<file path="src/rtl/tmma_sequencer_pkg.sv">
// Shared definitions for the tmma sequencer: instruction types, array op
// encodings, sequencer FSM states, bus widths and the type->op decode helper.
// Latency: n/a (declarations only). Backpressure: n/a.
package tmma_sequencer_pkg;

  localparam int ADDR_WIDTH           = 32;
  localparam int TINST_TYPE_WIDTH     = 3;
  localparam int TLOAD_DATAW_WIDTH    = 4;  // one-hot element size in bytes
  localparam int TMMA_PRECISION_WIDTH = 3;

  // Issued tmma-queue instruction types; codes 4..7 are unassigned.
  typedef enum logic [TINST_TYPE_WIDTH-1:0] {
    TINST_PRELOADA   = 3'd0,
    TINST_PRELOADC   = 3'd1,
    TINST_TMMA       = 3'd2,
    TINST_POSTSTOREC = 3'd3
  } tinst_type_e;

  // Command opcodes presented to the systolic array.
  typedef enum logic [1:0] {
    ARR_LOAD_A  = 2'd0,
    ARR_LOAD_C  = 2'd1,
    ARR_COMPUTE = 2'd2,
    ARR_DRAIN_C = 2'd3
  } array_op_e;

  // Sequencer FSM states.
  typedef enum logic [1:0] {
    ST_IDLE = 2'd0,
    ST_SEQ  = 2'd1,
    ST_WAIT = 2'd2
  } seq_state_e;

  // Everything the sequencer needs to know about an instruction type.
  typedef struct packed {
    logic      known;       // type is one the array understands
    array_op_e op;          // array opcode to emit on every row
    logic      use_addr1;   // base comes from addr1 instead of addr0
    logic      needs_done;  // wait for array_done before retiring
  } op_map_t;

  function automatic op_map_t map_type(input logic [TINST_TYPE_WIDTH-1:0] t);
    op_map_t m;
    m = '{known: 1'b0, op: ARR_LOAD_A, use_addr1: 1'b0, needs_done: 1'b0};
    case (t)
      TINST_PRELOADA:   m = '{known: 1'b1, op: ARR_LOAD_A,  use_addr1: 1'b0, needs_done: 1'b0};
      TINST_PRELOADC:   m = '{known: 1'b1, op: ARR_LOAD_C,  use_addr1: 1'b0, needs_done: 1'b0};
      TINST_TMMA:       m = '{known: 1'b1, op: ARR_COMPUTE, use_addr1: 1'b0, needs_done: 1'b1};
      TINST_POSTSTOREC: m = '{known: 1'b1, op: ARR_DRAIN_C, use_addr1: 1'b1, needs_done: 1'b1};
      default:          m = '{known: 1'b0, op: ARR_LOAD_A,  use_addr1: 1'b0, needs_done: 1'b0};
    endcase
    return m;
  endfunction

endpackage

</file>
<file path="src/rtl/tmma_sequencer_if.sv">
// Issue-side and array-side bus of the tmma sequencer.
// Latency: n/a (wires only). Backpressure: issue valid/ready, array cmd vld/rdy.
// Ports: issue_tmma_* (instruction in), array_cmd_* (row command out),
//        array_done_i (compute/drain finished). slave = sequencer, master = environment.
interface tmma_sequencer_if #(
  parameter int ARRAY_DIM = 4
) ();
  import tmma_sequencer_pkg::*;

  localparam int ROW_W = $clog2(ARRAY_DIM);

  logic                            issue_tmma_valid_i;
  logic                            issue_tmma_ready_o;
  logic [TINST_TYPE_WIDTH-1:0]     issue_tmma_type_i;
  logic [TLOAD_DATAW_WIDTH-1:0]    issue_tmma_data_width_i;
  logic [ADDR_WIDTH-1:0]           issue_tmma_addr0_i;
  logic [ADDR_WIDTH-1:0]           issue_tmma_addr1_i;
  logic [TMMA_PRECISION_WIDTH-1:0] issue_tmma_precision_i;
  logic                            issue_tmma_acc_i;

  logic                            array_cmd_vld_o;
  logic                            array_cmd_rdy_i;
  logic [1:0]                      array_cmd_op_o;
  logic [ROW_W-1:0]                array_cmd_row_o;
  logic [ADDR_WIDTH-1:0]           array_cmd_addr_o;
  logic [TMMA_PRECISION_WIDTH-1:0] array_cmd_precision_o;
  logic                            array_cmd_acc_o;
  logic                            array_done_i;

  modport slave (
    input  issue_tmma_valid_i, issue_tmma_type_i, issue_tmma_data_width_i,
           issue_tmma_addr0_i, issue_tmma_addr1_i, issue_tmma_precision_i,
           issue_tmma_acc_i, array_cmd_rdy_i, array_done_i,
    output issue_tmma_ready_o, array_cmd_vld_o, array_cmd_op_o, array_cmd_row_o,
           array_cmd_addr_o, array_cmd_precision_o, array_cmd_acc_o
  );

  modport master (
    output issue_tmma_valid_i, issue_tmma_type_i, issue_tmma_data_width_i,
           issue_tmma_addr0_i, issue_tmma_addr1_i, issue_tmma_precision_i,
           issue_tmma_acc_i, array_cmd_rdy_i, array_done_i,
    input  issue_tmma_ready_o, array_cmd_vld_o, array_cmd_op_o, array_cmd_row_o,
           array_cmd_addr_o, array_cmd_precision_o, array_cmd_acc_o
  );

endinterface

</file>
<file path="src/rtl/tmma_sequencer.sv">
// Expands one tmma instruction into ARRAY_DIM row commands for the systolic array.
// Latency: first command 1 cycle after issue; ready again 1 cycle after last handshake / done.
// Backpressure: command outputs hold while array_cmd_rdy_i is low; issue ready only when idle.
// Ports: clk, rst_n (async active-low), bus (tmma_sequencer_if.slave),
//        busy_o (not idle), inst_cnt_o (retired instruction count, wraps).
module tmma_sequencer
  import tmma_sequencer_pkg::*;
#(
  parameter int ARRAY_DIM = 4
) (
  input  logic                   clk,
  input  logic                   rst_n,
  tmma_sequencer_if.slave        bus,
  output logic                   busy_o,
  output logic [31:0]            inst_cnt_o
);

  localparam int                ROW_W    = $clog2(ARRAY_DIM);
  localparam logic [ROW_W-1:0]  LAST_ROW = ROW_W'(ARRAY_DIM - 1);

  seq_state_e                      state_q;
  logic [ROW_W-1:0]                row_q;
  logic [ADDR_WIDTH-1:0]           addr_q;
  logic [ADDR_WIDTH-1:0]           stride_q;
  array_op_e                       op_q;
  logic                            needs_done_q;
  logic [TMMA_PRECISION_WIDTH-1:0] prec_q;
  logic                            acc_q;
  logic                            vld_q;
  logic [31:0]                     cnt_q;

  op_map_t                         map_d;
  logic [ADDR_WIDTH-1:0]           base_d;
  logic [ADDR_WIDTH-1:0]           stride_d;
  logic [ADDR_WIDTH-1:0]           addr_d;
  logic [ROW_W-1:0]                row_d;

  always_comb begin
    map_d    = map_type(bus.issue_tmma_type_i);
    base_d   = map_d.use_addr1 ? bus.issue_tmma_addr1_i : bus.issue_tmma_addr0_i;
    // One row of elements is ARRAY_DIM elements of data_width bytes each.
    stride_d = ADDR_WIDTH'(bus.issue_tmma_data_width_i) * ADDR_WIDTH'(ARRAY_DIM);
    // Address accumulator: natural 2^ADDR_WIDTH wrap is the intended behaviour.
    addr_d   = addr_q + stride_q;
    row_d    = row_q + ROW_W'(1);
  end

  always_ff @(posedge clk or negedge rst_n) begin
    if (!rst_n) begin
      state_q      <= ST_IDLE;
      row_q        <= '0;
      addr_q       <= '0;
      stride_q     <= '0;
      op_q         <= ARR_LOAD_A;
      needs_done_q <= 1'b0;
      prec_q       <= '0;
      acc_q        <= 1'b0;
      vld_q        <= 1'b0;
      cnt_q        <= '0;
    end else begin
      case (state_q)
        ST_IDLE: begin
          if (bus.issue_tmma_valid_i) begin
            op_q         <= map_d.op;
            needs_done_q <= map_d.needs_done;
            addr_q       <= base_d;
            stride_q     <= stride_d;
            prec_q       <= bus.issue_tmma_precision_i;
            acc_q        <= bus.issue_tmma_acc_i;
            row_q        <= '0;
            // Unknown types still pass through SEQ for one cycle, but with
            // no command valid, so they are consumed without reaching the array.
            vld_q        <= map_d.known;
            state_q      <= ST_SEQ;
          end
        end
        ST_SEQ: begin
          if (!vld_q) begin
            state_q <= ST_IDLE;
          end else if (bus.array_cmd_rdy_i) begin
            row_q  <= row_d;   // wraps to 0 after the last row
            addr_q <= addr_d;
            if (row_q == LAST_ROW) begin
              vld_q <= 1'b0;
              if (needs_done_q) begin
                state_q <= ST_WAIT;
              end else begin
                state_q <= ST_IDLE;
                cnt_q   <= cnt_q + 32'd1;
              end
            end
          end
        end
        ST_WAIT: begin
          if (bus.array_done_i) begin
            state_q <= ST_IDLE;
            cnt_q   <= cnt_q + 32'd1;
          end
        end
        default: begin
          state_q <= ST_IDLE;
          vld_q   <= 1'b0;
        end
      endcase
    end
  end

  assign bus.issue_tmma_ready_o    = (state_q == ST_IDLE);
  assign bus.array_cmd_vld_o       = vld_q;
  assign bus.array_cmd_op_o        = op_q;
  assign bus.array_cmd_row_o       = row_q;
  assign bus.array_cmd_addr_o      = addr_q;
  assign bus.array_cmd_precision_o = prec_q;
  assign bus.array_cmd_acc_o       = acc_q;
  assign busy_o                    = (state_q != ST_IDLE);
  assign inst_cnt_o                = cnt_q;

endmodule
</file>
<file path="src/flat_wrapper.sv">
// flat-port wrapper written by rule: the top's interface ports become plain ports
module tmma_sequencer_flat import tmma_sequencer_pkg::*;
#(
  parameter int ARRAY_DIM = 4
)
  (clk, rst_n, busy_o, inst_cnt_o, bus_issue_tmma_valid_i, bus_issue_tmma_type_i, bus_issue_tmma_data_width_i, bus_issue_tmma_addr0_i, bus_issue_tmma_addr1_i, bus_issue_tmma_precision_i, bus_issue_tmma_acc_i, bus_array_cmd_rdy_i, bus_array_done_i, bus_issue_tmma_ready_o, bus_array_cmd_vld_o, bus_array_cmd_op_o, bus_array_cmd_row_o, bus_array_cmd_addr_o, bus_array_cmd_precision_o, bus_array_cmd_acc_o);
  tmma_sequencer_if #(.ARRAY_DIM(ARRAY_DIM)) bus_i ();
  input  logic clk;
  input  logic rst_n;
  output logic busy_o;
  output logic [31:0] inst_cnt_o;
  input wire logic [$bits(bus_i.issue_tmma_valid_i)-1:0] bus_issue_tmma_valid_i;
  input wire logic [$bits(bus_i.issue_tmma_type_i)-1:0] bus_issue_tmma_type_i;
  input wire logic [$bits(bus_i.issue_tmma_data_width_i)-1:0] bus_issue_tmma_data_width_i;
  input wire logic [$bits(bus_i.issue_tmma_addr0_i)-1:0] bus_issue_tmma_addr0_i;
  input wire logic [$bits(bus_i.issue_tmma_addr1_i)-1:0] bus_issue_tmma_addr1_i;
  input wire logic [$bits(bus_i.issue_tmma_precision_i)-1:0] bus_issue_tmma_precision_i;
  input wire logic [$bits(bus_i.issue_tmma_acc_i)-1:0] bus_issue_tmma_acc_i;
  input wire logic [$bits(bus_i.array_cmd_rdy_i)-1:0] bus_array_cmd_rdy_i;
  input wire logic [$bits(bus_i.array_done_i)-1:0] bus_array_done_i;
  output wire logic [$bits(bus_i.issue_tmma_ready_o)-1:0] bus_issue_tmma_ready_o;
  output wire logic [$bits(bus_i.array_cmd_vld_o)-1:0] bus_array_cmd_vld_o;
  output wire logic [$bits(bus_i.array_cmd_op_o)-1:0] bus_array_cmd_op_o;
  output wire logic [$bits(bus_i.array_cmd_row_o)-1:0] bus_array_cmd_row_o;
  output wire logic [$bits(bus_i.array_cmd_addr_o)-1:0] bus_array_cmd_addr_o;
  output wire logic [$bits(bus_i.array_cmd_precision_o)-1:0] bus_array_cmd_precision_o;
  output wire logic [$bits(bus_i.array_cmd_acc_o)-1:0] bus_array_cmd_acc_o;
  assign bus_i.issue_tmma_valid_i = bus_issue_tmma_valid_i;
  assign bus_i.issue_tmma_type_i = bus_issue_tmma_type_i;
  assign bus_i.issue_tmma_data_width_i = bus_issue_tmma_data_width_i;
  assign bus_i.issue_tmma_addr0_i = bus_issue_tmma_addr0_i;
  assign bus_i.issue_tmma_addr1_i = bus_issue_tmma_addr1_i;
  assign bus_i.issue_tmma_precision_i = bus_issue_tmma_precision_i;
  assign bus_i.issue_tmma_acc_i = bus_issue_tmma_acc_i;
  assign bus_i.array_cmd_rdy_i = bus_array_cmd_rdy_i;
  assign bus_i.array_done_i = bus_array_done_i;
  assign bus_issue_tmma_ready_o = bus_i.issue_tmma_ready_o;
  assign bus_array_cmd_vld_o = bus_i.array_cmd_vld_o;
  assign bus_array_cmd_op_o = bus_i.array_cmd_op_o;
  assign bus_array_cmd_row_o = bus_i.array_cmd_row_o;
  assign bus_array_cmd_addr_o = bus_i.array_cmd_addr_o;
  assign bus_array_cmd_precision_o = bus_i.array_cmd_precision_o;
  assign bus_array_cmd_acc_o = bus_i.array_cmd_acc_o;
  tmma_sequencer #(.ARRAY_DIM(ARRAY_DIM)) u_core (.clk(clk), .rst_n(rst_n), .bus(bus_i), .busy_o(busy_o), .inst_cnt_o(inst_cnt_o));
endmodule
</file>
<file path="config.mk">
export PLATFORM = sky130hd
export DESIGN_NAME = tmma_sequencer_flat
export DESIGN_NICKNAME = d
export VERILOG_FILES = /design/src/rtl/tmma_sequencer_pkg.sv /design/src/rtl/tmma_sequencer_if.sv /design/src/rtl/tmma_sequencer.sv /design/src/flat_wrapper.sv
export SDC_FILE = /design/constraint.sdc
export NUM_CORES = 1
export LEC_CHECK = 0
export CAP_MARGIN = 20
export CORE_UTILIZATION = 40
export CTS_BUF_LIST = sky130_fd_sc_hd__clkbuf_8
export CTS_CLUSTER_SIZE = 14
export DETAILED_ROUTE_END_ITERATION = 10
export PLACE_DENSITY = 0.75
export RECOVER_POWER = 100
export SLEW_MARGIN = 20
export SYNTH_ARGS = -nofsm -noshare
export SYNTH_HDL_FRONTEND = slang
export SYNTH_SLANG_ARGS = --single-unit
</file>
<file path="constraint.sdc">
create_clock -name clk -period 1.86 [get_ports clk]
set_input_delay 0.186 -clock clk [delete_from_list [all_inputs] [get_ports clk]]
set_output_delay 0.186 -clock clk [all_outputs]
set_load 0.05 [all_outputs]
</file>
-- Word-level counts from Yosys, hierarchy flattened
Cells that the tools add are included.
- register bits: 80
- input bits: 80
- output and inout port bits: 75
- add/subtract/negate cells: 3
- equal/unequal tests: 14
- multiplexer cells: 28
- bitwise operators: 1
- reduce and logical (&&, ||, !) cells: 10
- operators by type and width (cell ; number):
    two-way mux 32 bit ; 9
    case mux 32 bit (2 select lines) ; 2
    adder 32 x 1 -> 32 bit, second input constant ; 1
    adder 32 x 6 -> 32 bit ; 1
    case mux 5 bit (4 select lines) ; 1
    two-way mux 2 bit ; 9
    != test 2 bit, second input constant ; 4
    AND reduction 4 bit ; 2
    == test 3 x 2 -> 1 bit, second input constant ; 2
    != test 3 bit, second input constant ; 2
    case mux 2 bit (3 select lines) ; 1
    AND reduction 6 bit ; 1
    nonzero test 2 bit ; 3
    == test 2 bit, second input constant ; 2
    two-way mux 1 bit ; 4
    != test 2 x 1 -> 1 bit, second input constant ; 2
    case mux 2 bit (2 select lines) ; 1
    AND reduction 2 bit ; 2
    == test 3 x 1 -> 1 bit, second input constant ; 1
    zero test 3 bit ; 1
    case mux 1 bit (3 select lines) ; 1
    adder 2 x 1 -> 2 bit, second input constant ; 1
    == test 2 x 1 -> 1 bit, second input constant ; 1
    zero test 2 bit ; 1
    NOT 1 bit ; 1

-- Logic depth before layout (Yosys ltp)
- depth in word-level cells: 6
- gate-level depth with buffers: 8
- mapped depth without buffers: 7

-- Worst setup path after synthesis
OpenSTA, ideal clock, no wires.
- path kind: register to register
- start point: register u_core.addr_q[9] (netlist: u_core.bus.array_cmd_addr_o[9])
- end point: register u_core.addr_q[26] (netlist: u_core.bus.array_cmd_addr_o[26])
- library setup time: 0.129 ns
- data arrival time: 2.324 ns
- required time: 1.731 ns
- path slack: -0.593 ns
- cell stages (with the launch flop): 7
- path buffers: 1
- cells stage by stage: dfrtp_1 buf_2 nand4_4 or4_4 or4b_4 o22ai_1 a2bb2oi_2
- word-level cells in the longest chain between the ends: 4
- RTL lines (what ; line ; RTL):
    from (decl) ; tmma_sequencer.sv:23 ; logic [ADDR_WIDTH-1:0] addr_q;
    from (signal assigned) ; tmma_sequencer.sv:66 ; addr_q <= base_d;
    from (signal assigned) ; tmma_sequencer.sv:82 ; addr_q <= addr_d;
    adder 32 x 6 -> 32 bit ; tmma_sequencer.sv:44 ; addr_d = addr_q + stride_q;
    two-way mux 32 bit ; tmma_sequencer.sv:80 ; end else if (bus.array_cmd_rdy_i) begin
    two-way mux 32 bit ; tmma_sequencer.sv:78 ; if (!vld_q) begin
    case mux 32 bit (2 select lines) ; tmma_sequencer.sv:61 ; case (state_q)
No other way between the ends. The select of a mux whose other input is x is not followed.
A chain may end at the register's enable or synchronous reset.

-- Worst setup path after layout
- start point: register u_core.addr_q[2] (netlist: u_core.bus.array_cmd_addr_o[2])
- end point: register u_core.addr_q[12] (netlist: u_core.bus.array_cmd_addr_o[12])
The elaborated chain is that of the path after synthesis.

==> results_dict.tcl <==
set metrics [dict create \
    wl_mm 13.88 \
    period_share_pct 104.5 \
    fmax_mhz 514.7 \
    path_cells "ha_4 > fa_2 > nand3_4 > a21oi_4 > buf_6 > buf_4 > nand4_1 > a21oi_1 > o22a_1" \
    synth_nets 567 \
    setup_viol 4 \
    io_pins 155 \
    setup_ws_ns -0.08289 \
    worstSetupPathType "reg -> reg" \
    fin_cells 838 \
    gr-total-overflow 0 \
    hold_class "in -> reg" \
    start_kind "register" \
    die_h_microns 108.4 \
    clk_pin_slew_worst_paths_ns 0.09 \
    vias 4503 \
    reg2reg_slack_ns -0.08 \
    drc 0 \
    critPathTopFamily "adder cells" \
    clockPowerShare_pct 13.3 \
    layout-drive-gt1-share_pct 25.36 \
    io_buffers 154 \
    cp_slowest_cell "dfrtp_2" \
    core_area_sq_um 10940 \
    min_from "bus_issue_tmma_data_width_i[0]" \
    p_int_uw 5069 \
    fin_util_pct 64.20 \
    diodes 0 \
    grtUsageTotal_pct 24.18 \
    dieArea_sq_um 11740 \
    seq_area_frac_synth_pct 43.68 \
    grt_pass1_wl_mm 22.08 \
    path_max_fanout 7 \
    grt_max_degree 45 \
    finalHoldViolations 0 \
    leakagePower_uw 0.002970 \
    syn_area_sq_um 4526 \
    fill_cells 955 \
    rows 38 \
    cts_tree "done" \
    holdPathEnd "u_core.stride_q[2]" \
    reg2reg_depth 9 \
    yosys_most_used_dff "dfrtp_1" \
    crit_buf_inv 2 \
    worstMarginPinSlew_ns 1.144 \
    via_per_inst 5.374 \
    cts.path.max_buffers 2 \
    power_density_nw_per_um2 1424 \
    final-max-slew-violation-count 0 \
    p_comb_share_pct 59.0 \
    numCtsBuffers 9 \
    cpPeakStageDelay_ns 0.43 \
    dp_hpwl_mm 10.22 \
    htreeDepth 3 \
    synthArstFlopShare_pct 100.0 \
    relSlewSlack_pct 23.72 \
    synth-edff-count 0 \
    min_path_cells 3 \
    start_util_pct 41.38 \
    antenna_left 0 \
    cts_sinks 79 \
    drv_cap 0 \
    rsz0062_at_grt "true" \
    post-route-min-period_ns 1.943 \
    ys_types 57 \
    syn-instance-count 480 \
    worstPathArrival_ns 2.19 \
    yosys_register_bits 79 \
    status "finished with violations" \
    cp-end-kind "register" \
    fin_skew_ns 0.01135 \
    ctsRootBufferMaster "clkbuf_8" \
    ys_warn_count 0 \
    dieWidth_microns 108.4 \
    area_delta_synth_final_pct 55.13 \
    p_seq_share_pct 27.7 \
    gp_congestion 0.8624 \
    dp.cells 814 \
    wire_per_inst_microns 16.56 \
    r2r-start "u_core.bus.array_cmd_addr_o[2]" \
    antenna_found_initial 0 \
    first_pass_iters 4 \
    grt_pass1_vias 4596 \
    worstSkewPairLatency_ns 0.36 \
    p_switching_uw 4929 \
    syn_area_per_cell_sq_um 9.428 \
    ir_worst_vdd_mv 1.008 \
    cp.required_ns 2.11 \
    violations "setup timing" \
    r2r-end "u_core.bus.array_cmd_addr_o[12]" \
    switching_share_pct 49.30 \
    drtIter0Drc 248 \
    nNetsFinal 780 \
]
cell families after synthesis:
logic type               after synthesis  share of synthesized area, %
XOR/XNOR                              33                         6.387
adder cells (fa/ha/maj)                7                         2.101
buffers and inverters                 31                         2.709
AO/OA/AOI/OAI                         93                         14.43
AND/OR/NAND/NOR                      204                         23.00
flip-flops                            79                         43.68
multiplexers                          33                         7.686
worst reg2reg max path, delay by kind of cell, from the launching register on:
kind | cells | cell delay, ns
flip-flops | 1 | 0.43
buffers and inverters | 2 | 0.28
adder cells (fa/ha/maj) | 2 | 0.59
AND/OR/NAND/NOR | 2 | 0.17
AO/OA/AOI/OAI | 3 | 0.36
layout by cell type (no fill, tap or decap), types with 7 or more instances in the layout:
cell | netlist | final
nand2_1 | 80 | 78
xnor2_1 | 25 | 25
mux2i_1 | 19 | 19
a21oi_1 | 19 | 16
buf_4 | 1 | 54
xor2_1 | 8 | 8
nor2_1 | 31 | 29
clkbuf_8 | 0 | 9
clkbuf_1 | 19 | 29
o21ai_0 | 20 | 17
dlygate4sd2_1 | 0 | 13
nand3_1 | 26 | 23
dfrtp_1 | 79 | 52
dfrtp_2 | 0 | 27
nand4_1 | 23 | 23
clkdlybuf4s50_1 | 0 | 115
mux2_2 | 14 | 14
and3_1 | 8 | 7
layer usage:
| metal | vias to the layer above | track usage (%) | part of all wire [%] |
|---|---|---|---|
| met5 | - | 0 | 0 |
| met4 | 0 | 8.398 | 2.0 |
| met3 | 22 | 3.617 | 6.1 |
| met2 | 147 | 41.54 | 49 |
| met1 | 2154 | 30.98 | 42 |
| li1 | 2180 | - | - |
through the flow:
step | instance area, sq um | worst slack (ns) | hold slack, ns | total power [uW] | TNS [ns]
floorplan | 4677 | -0.3294 | -0.1096 | 6227 | -1.913
detailed placement | 6788 | -0.2438 | 0.2334 | 8656 | -5.024
CTS | 7049 | -0.06769 | 0.3348 | 10060 | -0.2186
global route | 7020 | -0.1390 | 0.3536 | 10540 | -2.887
finish | 7020 | -0.08289 | 0.3460 | 9999 | -0.2360
global placement | 6788 | -0.1680 | 0.2328 | 8519 | -3.193
sequential cells by signal, summed over array words and instances, names as in the netlist:
name,count
u_core.bus.array_cmd_row_o,2
u_core.bus.array_cmd_acc_o,1
u_core.inst_cnt_o,32
u_core.bus.array_cmd_vld_o,1
u_core.stride_q,4
u_core.bus.array_cmd_precision_o,3
u_core.state_q,2
u_core.bus.array_cmd_addr_o,32
u_core.bus.array_cmd_op_o,2
worst max path at each step:
stage                                                  to  slack, ns                           start  depth (start not counted)
final                     u_core.bus.array_cmd_addr_o[12]      -0.08  u_core.bus.array_cmd_addr_o[2]                          9
after global routing      u_core.bus.array_cmd_addr_o[26]      -0.14              u_core.stride_q[2]                          7
after CTS                 u_core.bus.array_cmd_addr_o[26]      -0.07  u_core.bus.array_cmd_addr_o[2]                          7
after detailed placement             u_core.inst_cnt_o[9]      -0.24             bus_array_cmd_rdy_i                          8
after global placement              u_core.inst_cnt_o[11]      -0.17             bus_array_cmd_rdy_i                          8
after floorplan           u_core.bus.array_cmd_addr_o[26]      -0.33  u_core.bus.array_cmd_addr_o[9]                          6
power by group through the flow:
stage	Clock [uW]	Sequential, uW	Combinational, uW
after detailed placement	0	2790	5870
after floorplan	0	4330	1900
after CTS	1360	2760	5950
after global placement	0	2750	5760
after global routing	1430	2860	6260
final	1330	2770	5890
cell usage after synthesis, drive strengths merged, types with 8 or more instances:
master | number | area share (%)
nand4 | 24 | 3.6
o21ai | 20 | 2.2
clkbuf | 19 | 1.6
xor2 | 8 | 1.5
and3 | 8 | 1.1
xnor2 | 25 | 4.8
o311ai | 9 | 1.7
a21oi | 20 | 2.3
nand2 | 80 | 6.6
mux2i | 19 | 4.2
dfrtp | 79 | 44
nand3 | 26 | 2.9
nor2 | 31 | 2.6
mux2 | 14 | 3.5
layout make-up:
cell class | instances | area (sq um) | area share [%]
multi-input combinational | 370 | 2661 | 37.91
sequential | 79 | 2011 | 28.64
timing repair buffer | 228 | 1951 | 27.78
tap | 140 | 175.2 | 2.495
clock buffer | 9 | 123.9 | 1.764
clock inverter | 7 | 80.08 | 1.141
inverter | 5 | 18.77 | 0.2673
repair_timing:
action	in CTS	in global routing
buffers inserted	2	5
endpoints found under the setup margin	27	47
gates resized for setup	23	51
endpoints found under the hold margin	42	0
pin swaps	6	15
hold buffers	1	0
Power figures use the tool's default switching activity.
